## src/rtl/uart_rx_os4.sv

```systemverilog
// 4x-oversampling UART receiver with optional parity, a one-entry valid/ready
// holding register and single-cycle framing/parity/overrun error pulses.
module uart_rx_os4 #(
    parameter int DATA_BITS = 8,
    parameter int PARITY    = 0
) (
    input  logic                 clk,
    input  logic                 rst,
    input  logic                 baudtick,
    input  logic                 rx,
    output logic [DATA_BITS-1:0] rx_data,
    output logic                 rx_valid,
    input  logic                 rx_ready,
    output logic                 framing_err,
    output logic                 parity_err,
    output logic                 overrun,
    output logic                 busy
);

    localparam int IW = $clog2(DATA_BITS);
    localparam logic [IW-1:0] LAST_IDX = IW'(DATA_BITS - 1);

    typedef enum logic [2:0] {
        S_IDLE,
        S_START,
        S_DATA,
        S_PARITY,
        S_STOP,
        S_BRK
    } state_t;

    logic [1:0]           sync_q;
    state_t               state_q;
    logic [1:0]           tick_q;
    logic [IW-1:0]        idx_q;
    logic [DATA_BITS-1:0] shift_q;
    logic                 pmis_q;
    logic [DATA_BITS-1:0] rx_data_q;
    logic                 rx_valid_q;
    logic                 framing_err_q;
    logic                 parity_err_q;
    logic                 overrun_q;
    logic                 busy_q;

    logic rx_s;
    logic accept;
    logic can_load;

    assign rx_s     = sync_q[1];
    assign accept   = rx_valid_q & rx_ready;
    // A new word may enter the holding register if it is empty or being drained now.
    assign can_load = ~rx_valid_q | rx_ready;

    always_ff @(posedge clk) begin
        if (rst) begin
            sync_q <= 2'b11;
        end else begin
            sync_q <= {sync_q[0], rx};
        end
    end

    always_ff @(posedge clk) begin
        if (rst) begin
            state_q       <= S_IDLE;
            tick_q        <= 2'd0;
            idx_q         <= '0;
            shift_q       <= '0;
            pmis_q        <= 1'b0;
            rx_data_q     <= '0;
            rx_valid_q    <= 1'b0;
            framing_err_q <= 1'b0;
            parity_err_q  <= 1'b0;
            overrun_q     <= 1'b0;
            busy_q        <= 1'b0;
        end else begin
            framing_err_q <= 1'b0;
            parity_err_q  <= 1'b0;
            overrun_q     <= 1'b0;
            if (accept) begin
                rx_valid_q <= 1'b0;
            end
            if (baudtick) begin
                tick_q <= tick_q + 2'd1;
                unique case (state_q)
                    S_IDLE: begin
                        if (!rx_s) begin
                            state_q <= S_START;
                            tick_q  <= 2'd0;
                            busy_q  <= 1'b1;
                        end
                    end
                    S_START: begin
                        // Second tick after entry is the middle of the start bit.
                        if (tick_q == 2'd1) begin
                            tick_q <= 2'd0;
                            if (rx_s) begin
                                state_q <= S_IDLE;
                                busy_q  <= 1'b0;
                            end else begin
                                state_q <= S_DATA;
                                idx_q   <= '0;
                                pmis_q  <= 1'b0;
                            end
                        end
                    end
                    S_DATA: begin
                        if (tick_q == 2'd3) begin
                            shift_q <= {rx_s, shift_q[DATA_BITS-1:1]};
                            idx_q   <= idx_q + IW'(1);
                            if (idx_q == LAST_IDX) begin
                                state_q <= (PARITY != 0) ? S_PARITY : S_STOP;
                            end
                        end
                    end
                    S_PARITY: begin
                        if (tick_q == 2'd3) begin
                            pmis_q  <= ((^shift_q) ^ rx_s) != logic'(PARITY == 2);
                            state_q <= S_STOP;
                        end
                    end
                    S_STOP: begin
                        if (tick_q == 2'd3) begin
                            if (!rx_s) begin
                                framing_err_q <= 1'b1;
                                state_q       <= S_BRK;
                            end else begin
                                state_q <= S_IDLE;
                                busy_q  <= 1'b0;
                                if (pmis_q) begin
                                    parity_err_q <= 1'b1;
                                end else if (can_load) begin
                                    rx_data_q  <= shift_q;
                                    rx_valid_q <= 1'b1;
                                end else begin
                                    overrun_q <= 1'b1;
                                end
                            end
                        end
                    end
                    S_BRK: begin
                        // Wait for the line to recover so a break is not seen as a start.
                        if (rx_s) begin
                            state_q <= S_IDLE;
                            busy_q  <= 1'b0;
                        end
                    end
                    default: begin
                        state_q <= S_IDLE;
                        busy_q  <= 1'b0;
                    end
                endcase
            end
        end
    end

    assign rx_data     = rx_data_q;
    assign rx_valid    = rx_valid_q;
    assign framing_err = framing_err_q;
    assign parity_err  = parity_err_q;
    assign overrun     = overrun_q;
    assign busy        = busy_q;

endmodule

```

## config.mk

```make
export PLATFORM = sky130hd
export DESIGN_NAME = uart_rx_os4
export DESIGN_NICKNAME = d
export VERILOG_FILES = /design/src/rtl/uart_rx_os4.sv
export SDC_FILE = /design/constraint.sdc
export NUM_CORES = 1
export LEC_CHECK = 0
export ABC_AREA = 1
export BUFFER_PORTS_ARGS = -buffer_cell sky130_fd_sc_hd__buf_2
export CAP_MARGIN = 20
export CORE_MARGIN = 2
export CORE_UTILIZATION = 41
export DETAILED_ROUTE_END_ITERATION = 7
export GPL_TIMING_DRIVEN = 0
export PLACE_DENSITY = 0.7
export SLEW_MARGIN = 0
export SYNTH_ARGS = -nofsm -noshare
export SYNTH_HDL_FRONTEND = slang
export SYNTH_SLANG_ARGS = --single-unit
```

## constraint.sdc

```tcl
create_clock -name clk -period 1.9 [get_ports clk]
set_clock_uncertainty 0.2 [all_clocks]
set_input_delay 0.095 -clock clk [delete_from_list [all_inputs] [get_ports clk]]
set_output_delay 0.095 -clock clk [all_outputs]
set_load 0.05 [all_outputs]
```

==> results.yml <==
run_status:
  outcome: "finished with violations"
  violations: "negative hold slack"
clock_network:
  clockRootBuffer: "clkbuf_8"
  cts_buffers: 5
  cts_max_level: 2
  insertion_delay_ns: 0.28
  cts_tree: "built"
  clockBufferDepth: 2
  clk_pin_slew_ns: 0.06
  cts_sinks: 32
critical_path:
  r2r.worst_path.cells: 7
  reg2reg_from: "tick_q[0]"
  cp.required_ns: 1.88
  cp-end-kind: "register"
  cp.arrival_ns: 1.72
  reg2reg_to: "rx_data[6]"
  startpoint_type: "register"
  worstPathMaxFanout: 10
  rrSetupSlack_ns: 0.15
  critPathKind: "reg -> reg"
detailed_routing:
  drt-initial-drc-count: 66
  drcViolationCount: 0
  antenna_left: 0
  vias: 1452
  routedWlPerCell_um: 10.1
  vias_per_cell: 4.61
  drt-total-wl_mm: 3.17
  drt-pass1-iter-count: 4
floorplan:
  rows: 23
  die_h_um: 68.3
  die_x_um: 68.3
  io_pins: 18
  core_area_mm2: 0.00400
  die-area_mm2: 0.00467
  initial_core_util_pct: 42.4
power:
  power.density_mw_per_mm2: 654
  ir_drop_mv: 0.407
  power.leakage_nw: 0.887
sta:
  period_minus_slack_ns: 1.75
  slew_violations: 0
  maxSlewHeadroom_pct: 71.0
  setup-tns-final_ns: 0
  fin_crit_sh_pct: 92.0
  whs_ns: -0.00118
  fmax_ghz: 0.572
  rsz0062_at_grt: "no"
  setup_viol: 0
  hold_violations: 1
  worst_slew_pin_slew_ns: 0.435
yosys:
  avgSynthCellArea_um2: 7.09
  synth-seq-area-share_pct: 37.8
  syn_area_mm2: 0.00170
  yosys_warnings: 0
  netlist-cell-type-count: 28
  syn_nets: 249
  ys_seq_elements: 32
  syn_inst: 239
min_path:
  hold_end: "state_q[2]"
  hold_path_class: "in -> reg"
  whs_path_depth: 2
  hold_start: "rst"
layout:
  drive_gt1_share_pct: 22.6
  fillers: 392
  regArea_um2: 641
  layout.nets: 275
  insertedDiodeCount: 0
  multi_input_area_um2: 878
  final_util_pct: 48.7
  area_growth_syn_to_layout_pct: 14.9
placement:
  numPortBuffers: 16
  dp_hpwl_mm: 2.33
  gp_congestion: 0.930
global_routing:
  antenna_found_initial: 0
  grt_max_degree: 11
  grt_pass1_wl_mm: 5.40
  grtUsageTotal_pct: 15.6
  grt_pass1_vias: 1337
  overflow: 0
flow_run:
  timing.max_cap.violations: 0
[worst max path at each step]
stage / startpoint / end / slack, ns / cells after the start
after floorplan: tick_q[0] / rx_data[6] / 0.29 / 7
after global placement: tick_q[0] / rx_data[7] / 0.14 / 7
after detailed placement: tick_q[0] / rx_data[6] / 0.13 / 7
after CTS: tick_q[0] / rx_data[6] / 0.11 / 7
after global routing: tick_q[0] / rx_data[7] / 0.03 / 7
final: tick_q[0] / rx_data[6] / 0.15 / 7
[sequential cells by signal, indices dropped and copies added, names as in the netlist, 2 cells and up]
signal	flops
idx_q	3
rx_data	8
shift_q	8
state_q	3
sync_q	2
tick_q	2
[final cells by class]
type	instances	share of cell area (%)
clock inverter	1	0.257
buffer	5	1.48
multi-input combinational	162	45.1
timing repair buffer	19	5.65
sequential	32	32.9
tap	50	3.21
inverter	40	7.71
clock buffer	6	3.73
[metrics by stage]
stage / total power, mW / setup WS (ns) / area [µm²] / cells
3_5_place_dp: 0.795 / 0.126 / 1840 / 305
5_1_grt: 1.33 / 0.0321 / 1950 / 315
3_3_place_gp: 0.795 / 0.138 / 1840 / 305
2_1_floorplan: 0.773 / 0.286 / 1700 / 239
6_report: 1.27 / 0.151 / 1950 / 315
4_1_cts: 1.29 / 0.106 / 1950 / 315
[metal layers]
metal	share of wire (%)	GRT usage, %
met3	3.7	4.93
met2	45	26.5
met1	50	17.8
met4	1.5	6.75
met5	0	0
[cell usage in the layout (no fill, tap or decap), types with 2 or more instances in the layout]
master | Yosys | routed
or2_2 | 2 | 2
nand2_2 | 5 | 5
nor2_2 | 4 | 4
nand2_1 | 54 | 54
inv_1 | 33 | 33
dlygate4sd3_1 | 0 | 3
nor2_1 | 19 | 19
nand3_1 | 13 | 13
nor2_4 | 3 | 3
ha_1 | 5 | 4
inv_2 | 7 | 7
a21oi_2 | 8 | 8
o21ai_0 | 8 | 8
clkbuf_8 | 0 | 5
dfxtp_1 | 32 | 32
clkbuf_1 | 2 | 3
a21oi_1 | 17 | 17
buf_2 | 2 | 18
o21ai_1 | 14 | 14
[critical path: stages (launching register included)]
cell and delay [ns]:
dfxtp_1 0.40, ha_2 0.26, nand2_2 0.11, nor3_4 0.17
nand3_4 0.14, buf_6 0.18, o21ai_1 0.12, a21oi_1 0.05
[timing repair]
action	CTS	global route
hold buffers	3	0
endpoints found under the hold margin	5	0
gates resized for setup	0	1
endpoints found under the setup margin	0	2
setup buffers	0	0
[where the power goes]
part	internal (mW)	switching, mW	total (mW)
Clock	0.249	0.241	0.490
Sequential	0.680	0.00915	0.689
Combinational	0.0347	0.0612	0.0959
Total	0.963	0.312	1.27
[Yosys cell counts, drive strengths merged]
master,number,area (µm²)
nand3,15,92.6
buf,3,21.3
nand2,60,245
inv,40,150
nor4,1,6.26
nor3,2,21.3
dfxtp,32,641
a21oi,25,155
o22ai,1,6.26
o21ai,22,110
or2,2,12.5
nor3b,2,26.3
ha,5,62.6
clkbuf,2,7.51
a211oi,1,7.51
nor2,26,130
[cell families after synthesis]
group,Yosys count,share of synthesized area (%)
compound gates,49,16.5
fa+ha+maj,5,3.69
buf+inv,45,10.6
flops,32,37.8
simple gates,108,31.5
Note: power is estimated with default switching activity, not from simulation.
